## config.mk

```make
export PLATFORM = sky130hd
export DESIGN_NAME = as_pipe_unit
export DESIGN_NICKNAME = d
export VERILOG_FILES = /design/src/rtl/as_pipe_unit.sv
export SDC_FILE = /design/constraint.sdc
export NUM_CORES = 1
export LEC_CHECK = 0
export CAP_MARGIN = 15
export CELL_PAD_IN_SITES_DETAIL_PLACEMENT = 0
export CELL_PAD_IN_SITES_GLOBAL_PLACEMENT = 1
export CORE_MARGIN = 3
export CORE_UTILIZATION = 40
export DETAILED_ROUTE_END_ITERATION = 8
export DONT_BUFFER_PORTS = 1
export PLACE_DENSITY_LB_ADDON = 0.1
export SYNTH_ARGS = -nofsm -noshare
export SYNTH_HDL_FRONTEND = slang
export SYNTH_SLANG_ARGS = --single-unit
```

## constraint.sdc

```tcl
create_clock -name clk -period 9.25 [get_ports clk]
set_clock_uncertainty 0.2 [all_clocks]
set_input_delay 1.85 -clock clk [delete_from_list [all_inputs] [get_ports clk]]
set_output_delay 1.85 -clock clk [all_outputs]
set_load 0.02 [all_outputs]
```

## src/rtl/as_pipe_unit.sv

```systemverilog
// Pipelined add/sub unit: wrapping or signed-saturating arithmetic with {carry, overflow, zero, negative} flags.
// Latency: STAGES cycles from the accepting edge; one beat per cycle sustained when the output is not stalled.
// Backpressure: a single advance enable freezes every stage while out_valid && !out_ready; in_ready mirrors it.
module as_pipe_unit #(
  parameter int WIDTH  = 32,
  parameter int STAGES = 2
) (
  input  logic             clk,
  input  logic             rst,
  input  logic             in_valid,
  output logic             in_ready,
  input  logic [1:0]       mode,
  input  logic [WIDTH-1:0] op1,
  input  logic [WIDTH-1:0] op2,
  output logic             out_valid,
  input  logic             out_ready,
  output logic [WIDTH-1:0] result,
  output logic [3:0]       flags
);

  // One pipeline payload: final result plus {carry, overflow, zero, negative}.
  typedef struct packed {
    logic [WIDTH-1:0] res;
    logic [3:0]       flg;
  } beat_t;

  localparam logic [WIDTH-1:0] SMAX = {1'b0, {(WIDTH-1){1'b1}}};
  localparam logic [WIDTH-1:0] SMIN = {1'b1, {(WIDTH-1){1'b0}}};

  logic             adv;
  logic             is_sub;
  logic             is_sat;
  logic [WIDTH-1:0] opb;
  logic [WIDTH:0]   sum;
  logic             carry;
  logic             ovf;
  logic [WIDTH-1:0] fin;
  beat_t            calc_dat;

  logic             stg_vld [STAGES];
  beat_t            stg_dat [STAGES];

  // The whole pipe moves together: only a held, unaccepted output beat stops it.
  assign adv      = !out_valid || out_ready;
  assign in_ready = adv;

  // Stage-1 arithmetic: subtraction is op1 + ~op2 + 1 on a WIDTH+1-bit sum.
  always_comb begin
    is_sub = mode[0];
    is_sat = mode[1];
    opb    = is_sub ? ~op2 : op2;
    sum    = {1'b0, op1} + {1'b0, opb} + {{WIDTH{1'b0}}, is_sub};
    // For subtraction the carry-out is "no borrow", so invert it to report the borrow.
    carry  = is_sub ? ~sum[WIDTH] : sum[WIDTH];
    // Signed overflow: both addends share a sign that the wrapped sum does not.
    ovf    = (op1[WIDTH-1] == opb[WIDTH-1]) && (sum[WIDTH-1] != op1[WIDTH-1]);
    fin    = sum[WIDTH-1:0];
    if (is_sat && ovf) begin
      fin = op1[WIDTH-1] ? SMIN : SMAX;
    end
    calc_dat.res = fin;
    calc_dat.flg = {carry, ovf, (fin == '0), fin[WIDTH-1]};
  end

  // Stage registers: load stage 1 from the operands, shift the rest forward on adv.
  always_ff @(posedge clk) begin
    if (rst) begin
      for (int i = 0; i < STAGES; i++) begin
        stg_vld[i] <= 1'b0;
        stg_dat[i] <= '0;
      end
    end else if (adv) begin
      stg_vld[0] <= in_valid;
      // Bubbles carry a zero payload so idle operand values never reach the output.
      stg_dat[0] <= in_valid ? calc_dat : '0;
      for (int i = 1; i < STAGES; i++) begin
        stg_vld[i] <= stg_vld[i-1];
        stg_dat[i] <= stg_dat[i-1];
      end
    end
  end

  assign out_valid = stg_vld[STAGES-1];
  assign result    = stg_dat[STAGES-1].res;
  assign flags     = stg_dat[STAGES-1].flg;

endmodule

```

==> impl_metrics.env, run 1 <==
export IMPL_status="finished clean"
export IMPL_synth_edf_count=72
export IMPL_cts_repair_resized=0
export IMPL_mostFrequentLayoutCells="72 x edfxtp_1, 56 x a21oi_1, 42 x and2_1"
export IMPL_via_count=4265
export IMPL_core_mm2=0.0140
export IMPL_holdWs_ns=0.314
export IMPL_period_needed_ns=5.09
export IMPL_ys_async_sr_fraction=0
export IMPL_critPathCaptureType="flop"
export IMPL_dp_slack_ns=3.82
export IMPL_io_pins=108
export IMPL_final_max_slew_viol_count=0
export IMPL_drtPass1Iterations=4
export IMPL_initial_core_util=0.415
export IMPL_crit_cells=11
export IMPL_synth_cell_types=77
export IMPL_finalSetupViolCount=0
export IMPL_drcViolationCount=0
export IMPL_cp_max_fo=33
export IMPL_cp_common_cell="nor2_1"
export IMPL_postPlaceCellArea_mm2=0.00565
export IMPL_port_buffers=0
export IMPL_final_common_cell="edfxtp_1"
export IMPL_drv_cap=0
export IMPL_cp_cell_sequence="xor2_1, ha_1, nand4_1, nor2_1, nand4_1, o2bb2ai_1, o221a_2, and2_1, nor2_1, a21oi_1, nor2_1"
export IMPL_drive_gt1_frac=0.0931
export IMPL_cts_made_buffers=9
export IMPL_cts_sinks=72
export IMPL_crit_type="in -> reg"
export IMPL_finalSetupTns_ns=0
export IMPL_whs_path_depth=1
export IMPL_die_w_um=127
export IMPL_die_area_mm2=0.0160
export IMPL_power_density_mw_per_mm2=195
export IMPL_post_route_period_util=0.550
export IMPL_ctsHtreeMaxLevel=3
export IMPL_min_from="stg_dat[0][12]"
export IMPL_cts_tree="done"
export IMPL_yosys_warnings=0
export IMPL_fin_area_mm2=0.00600
export IMPL_r2r_start="stg_vld[0][1]"
export IMPL_grt_pass1_vias=4164
export IMPL_cts_hold_buf=0
export IMPL_rsz0062_at_grt="false"
export IMPL_power_frac_seq=0.363
export IMPL_synth_main_ff_cell="edfxtp_1"
export IMPL_reg2regPathDepth=5
export IMPL_post_cts_setup_buffers=0
export IMPL_nets=667
export IMPL_internal_power_mw=0.799
export IMPL_hold_class="reg -> reg"
export IMPL_avgRoutedWirePerCell_um=18.5
export IMPL_peakVddDrop_uv=110
export IMPL_ant_nets=0
export IMPL_slowest_delay_ns=0.70
export IMPL_finalHoldViolations=0
export IMPL_grt_max_degree=73
export IMPL_setup_slack_ns=4.16
export IMPL_synth_nets=720
export IMPL_syn_area_per_cell_um2=9.44
export IMPL_vias_per_cell=5.69
export IMPL_p_sw_mw=0.374
export IMPL_hold_end="stg_dat[0][48]"
export IMPL_rows=43
export IMPL_wl_um=13900
export IMPL_worst_path_buf_inv=0
export IMPL_power_frac_clock=0.326
export IMPL_grt_pass1_wl_um=22200
export IMPL_ys_seq_elements=72
export IMPL_ff2ff_setup_slack_ns=6.89
export IMPL_antenna_found_initial=0
export IMPL_place_congestion=0.848
export IMPL_clkLatencyLatePin_ns=0.33
export IMPL_grt_usage=0.170
export IMPL_dp_hpwl_um=11000
export IMPL_relSlewSlack=0.417
export IMPL_critPathSlowestCell="and2_1"
export IMPL_syn_to_final_growth_pct=3.03
export IMPL_p_comb_frac=0.311
export IMPL_r2r_end="stg_dat[0][13]"
export IMPL_post_route_util=0.427
export IMPL_grt_overflow=0
export IMPL_die_h_um=127
export IMPL_num_antenna_cells=0
export IMPL_sw_frac_of_total=0.319
export IMPL_worstPathRequired_ns=9.11
export IMPL_final_cells=749
export IMPL_place_inst=732
export IMPL_cts_root_buf="clkbuf_16"
export IMPL_clkTransAtPathRegs_ns=0.05
export IMPL_arrival_ns=4.95
export IMPL_leakage_nw=2.43
export IMPL_max_clock_freq_mhz=197
export IMPL_clock_path_buffers=2
export IMPL_syn_area_mm2=0.00582
export IMPL_crit_family="simple AND/OR/NAND/NOR gates"
export IMPL_crit_path_start_kind="input pin"
export IMPL_finalPower_mw=1.17
export IMPL_synthCells=617
export IMPL_yosysSeqAreaShare=0.371
export IMPL_drtIter0Drc=206
export IMPL_tightest_slew_ns=0.874
## worst max-delay path by stage
stage               startpoint              to  slack [ns]
detailed placement     mode[0]  stg_dat[0][14]        3.82
CTS                    mode[0]  stg_dat[0][14]        4.15
global route           mode[0]  stg_dat[0][33]        3.87
finish                 mode[0]  stg_dat[0][32]        4.16
global placement       mode[0]  stg_dat[0][33]        3.92
floorplan              mode[0]   stg_dat[0][1]        3.73
## synthesized netlist by cell type, types with 3 or more instances
master     instances  area, µm²
o311ai_1           3       26.3
xor2_1            37        324
a21o_1            11       82.6
o21ai_0           21        105
mux2i_1            4       40.0
nand2_1           38        143
nor4_2             3       37.5
buf_2              4       20.0
edfxtp_1          72       2160
nand2_2            3       18.8
buf_4             37        278
xnor2_1           16        140
clkbuf_1          22       82.6
ha_1              32        400
nand2b_1          11       68.8
or3_2              3       22.5
a41oi_1            3       26.3
a21oi_1           56        280
nand3_1           17       85.1
a211oi_1           8       60.1
nand4_1            8       50.1
a31oi_1            5       31.3
or2_2              5       31.3
o2111ai_1          3       26.3
nor3_1            10       50.1
nor2b_1            3       18.8
and2_1            42        263
o21a_1             8       60.1
a221oi_1           3       26.3
or3_1             10       62.6
o21ai_1            7       35.0
o211ai_1           5       37.5
inv_1             11       41.3
nor4_1             3       18.8
o31ai_1            4       30.0
nor2_1            41        154
## per-layer routing
layer / wire [µm] / part of all wire / track usage / up-vias
met1: 6700 / 0.48 / 0.233 / 2004
li1: - / - / - / 2124
met5: 0 / 0 / 0 / -
met4: 199 / 0.014 / 0.0517 / 0
met2: 6370 / 0.46 / 0.276 / 122
met3: 582 / 0.042 / 0.0312 / 15
## worst reg2reg max path, stage by stage (launching register included)
cell	delay, ns
edfxtp_1	0.49
nand2b_1	0.26
nor2b_2	0.30
nand2_2	0.33
a21o_1	0.38
o21ba_2	0.27
## layout make-up
class / instances / area [µm²]
clock buffer: 10 / 229
tap: 180 / 225
inverter: 11 / 41.3
timing repair buffer: 2 / 22.5
multi-input combinational: 468 / 3210
sequential: 72 / 2160
fill: 1351 / 8040
clock inverter: 6 / 108
## registers in the layout, summed over array words and instances (netlist names)
signal	flops
stg_dat	70
stg_vld	2
## cell families (layout without fill, tap and decap cells)
family                   Yosys count  count (layout)  share of synthesized area
multiplexers                       6               6                     0.0127
AND/OR/NAND/NOR                  210             210                      0.195
flip-flops                        72              72                      0.371
buffers and inverters             77              29                     0.0776
AO/OA/AOI/OAI                    166             166                      0.192
adder cells (fa/ha/maj)           33              33                     0.0722
XOR/XNOR                          53              53                     0.0797
## power by group through the flow
stage | logic, mW | registers, mW | clock network [mW]
2_1_floorplan | 0.318 | 0.409 | 0
3_3_place_gp | 0.362 | 0.432 | 0
3_5_place_dp | 0.361 | 0.434 | 0
4_1_cts | 0.364 | 0.427 | 0.389
5_1_grt | 0.405 | 0.429 | 0.403
6_report | 0.364 | 0.426 | 0.382
Note: power is estimated with default switching activity, not from simulation.
==> inputs of run 2 (changes only) <==
==> constraint.sdc (replaced) <==
create_clock -name clk -period 5.1 [get_ports clk]
set_clock_uncertainty 0.2 [all_clocks]
set_input_delay 1.02 -clock clk [delete_from_list [all_inputs] [get_ports clk]]
set_output_delay 1.02 -clock clk [all_outputs]
set_load 0.02 [all_outputs]
==> run 2 against run 1 <==
Sequential share of layout area up 0.49 points. Global-route usage about the same. Register-to-register slack worse by 4.4 ns. Combinational power up 82%. Power up 67%. Clock-buffer cell count up 1. Cell count up 0.13%. Worst setup slack worse by 3.2 ns. Core utilization down 0.57 points. Worst hold slack better by 0.0023 ns. Via count down 0.87%. Critical endpoint is now stg_dat[0][1]. Largest power group unchanged.
==> impl_metrics.env, run 2 (same netlist as run 1, synthesis figures left out) <==
export IMPL_dp_hpwl_um=11100
export IMPL_cp_max_fo=33
export IMPL_die_w_um=127
export IMPL_grt_usage=0.171
export IMPL_via_count=4228
export IMPL_grt_pass1_wl_um=22300
export IMPL_mostFrequentLayoutCells="72 x edfxtp_1, 56 x a21oi_1, 42 x and2_1"
export IMPL_dp_slack_ns=0.691
export IMPL_drcViolationCount=0
export IMPL_internal_power_mw=1.30
export IMPL_syn_to_final_growth_pct=1.65
export IMPL_rows=43
export IMPL_p_comb_frac=0.337
export IMPL_critical_path_startpoint="mode[0]"
export IMPL_fillCellCount=1386
export IMPL_cts_tree="done"
export IMPL_grt_overflow=0
export IMPL_worstSetupEndpoint="stg_dat[0][1]"
export IMPL_largest_register_ffs=70
export IMPL_drtPass1Iterations=4
export IMPL_crit_path_start_kind="input pin"
export IMPL_arrival_ns=4.09
export IMPL_r2r_end="stg_dat[0][24]"
export IMPL_ff2ff_setup_slack_ns=2.46
export IMPL_clock_path_buffers=2
export IMPL_ant_nets=0
export IMPL_top_regs="stg_dat: 70 flops, stg_vld: 2 flops"
export IMPL_power_density_mw_per_mm2=331
export IMPL_period_needed_ns=4.11
export IMPL_power_frac_clock=0.269
export IMPL_grt_max_degree=47
export IMPL_drtIter0Drc=179
export IMPL_finalSetupViolCount=0
export IMPL_port_buffers=0
export IMPL_status="finished clean"
export IMPL_wl_um=13700
export IMPL_place_congestion=0.865
export IMPL_num_antenna_cells=0
export IMPL_cts_root_buf="clkbuf_16"
export IMPL_cts_made_buffers=9
export IMPL_r2r_start="stg_vld[0][1]"
export IMPL_core_mm2=0.0140
export IMPL_peakVddDrop_uv=204
export IMPL_rsz0062_at_grt="false"
export IMPL_final_max_slew_viol_count=0
export IMPL_cts_repair_resized=0
export IMPL_reg2regPathDepth=3
export IMPL_finalPower_mw=1.96
export IMPL_antenna_found_initial=0
export IMPL_nets=668
export IMPL_ctsHtreeMaxLevel=3
export IMPL_setup_slack_ns=0.994
export IMPL_power_frac_seq=0.393
export IMPL_cts_sinks=72
export IMPL_p_sw_mw=0.665
export IMPL_avgRoutedWirePerCell_um=18.3
export IMPL_fin_area_mm2=0.00592
export IMPL_grt_pass1_vias=4208
export IMPL_post_cts_setup_buffers=0
export IMPL_final_common_cell="edfxtp_1"
export IMPL_relSlewSlack=0.322
export IMPL_clkLatencyLatePin_ns=0.32
export IMPL_drive_gt1_frac=0.0877
export IMPL_largest_register="stg_dat"
export IMPL_io_pins=108
export IMPL_holdWs_ns=0.316
export IMPL_initial_core_util=0.415
export IMPL_hold_class="reg -> reg"
export IMPL_postPlaceCellArea_mm2=0.00566
export IMPL_finalHoldViolations=0
export IMPL_cts_hold_buf=0
export IMPL_post_route_period_util=0.805
export IMPL_drv_cap=0
export IMPL_die_area_mm2=0.0160
export IMPL_vias_per_cell=5.64
export IMPL_die_h_um=127
export IMPL_sw_frac_of_total=0.339
export IMPL_crit_type="in -> reg"
export IMPL_tightest_slew_ns=1.02
export IMPL_worstPathRequired_ns=5.09
export IMPL_clkTransAtPathRegs_ns=0.05
export IMPL_critPathCaptureType="flop"
export IMPL_leakage_nw=2.39
export IMPL_max_clock_freq_mhz=244
export IMPL_whs_path_depth=1
export IMPL_finalSetupTns_ns=0
run 2: cell count changes in the layout (fill, tap and decap cells not counted), sizes merged:
cell    previous run  this run
bufinv             3         0
clkinv             2         4
buf                2         3
clkbuf            10        11
run 2: per-stage QoR:
stage | instances | util
5_1_grt | 750 | 0.422
2_1_floorplan | 617 | -
3_5_place_dp | 734 | 0.403
4_1_cts | 750 | 0.422
3_3_place_gp | 734 | 0.403
6_report | 750 | 0.422
run 2: layer usage:
layer	GRT usage	vias to the layer above	routed length (µm)
met5	0	-	0
met4	0.0492	0	175
met3	0.0291	10	577
met2	0.271	115	6250
met1	0.241	1979	6720
li1	-	2124	-
run 2: power by group through the flow:
stage / clock network [mW] / registers, mW / logic, mW
6_report: 0.528 / 0.772 / 0.662
5_1_grt: 0.567 / 0.778 / 0.741
4_1_cts: 0.542 / 0.773 / 0.664
3_5_place_dp: 0 / 0.785 / 0.659
3_3_place_gp: 0 / 0.783 / 0.661
2_1_floorplan: 0 / 0.742 / 0.576
run 2: worst min path at each step:
stage | startpoint | to | slack [ns]
4_1_cts | stg_dat[0][3] | stg_dat[0][39] | 0.32
6_report | stg_dat[0][3] | stg_dat[0][39] | 0.32
3_3_place_gp | stg_dat[0][3] | stg_dat[0][39] | 0.30
3_5_place_dp | stg_dat[0][3] | stg_dat[0][39] | 0.31
2_1_floorplan | stg_dat[0][0] | stg_dat[0][36] | 0.30
5_1_grt | stg_dat[0][23] | stg_dat[0][59] | 0.34
run 2: worst max-delay path, stage by stage:
cell and delay, ns:
xor2_1 0.16, ha_1 0.43, o21a_2 0.23, o22a_1 0.23
o211ai_2 0.17, o41ai_1 0.45, xor2_1 0.19, or3_2 0.47
nor4_2 0.21, nand4_1 0.14, a21boi_1 0.18, o2111a_1 0.20
run 2: area by class of cell:
cell class	instances	area (µm²)	share of cell area
clock buffer	11	233	0.0393
clock inverter	5	23.8	0.00402
inverter	11	41.3	0.00698
multi-input combinational	468	3210	0.543
sequential	72	2160	0.365
tap	180	225	0.0380
timing repair buffer	3	22.5	0.00380
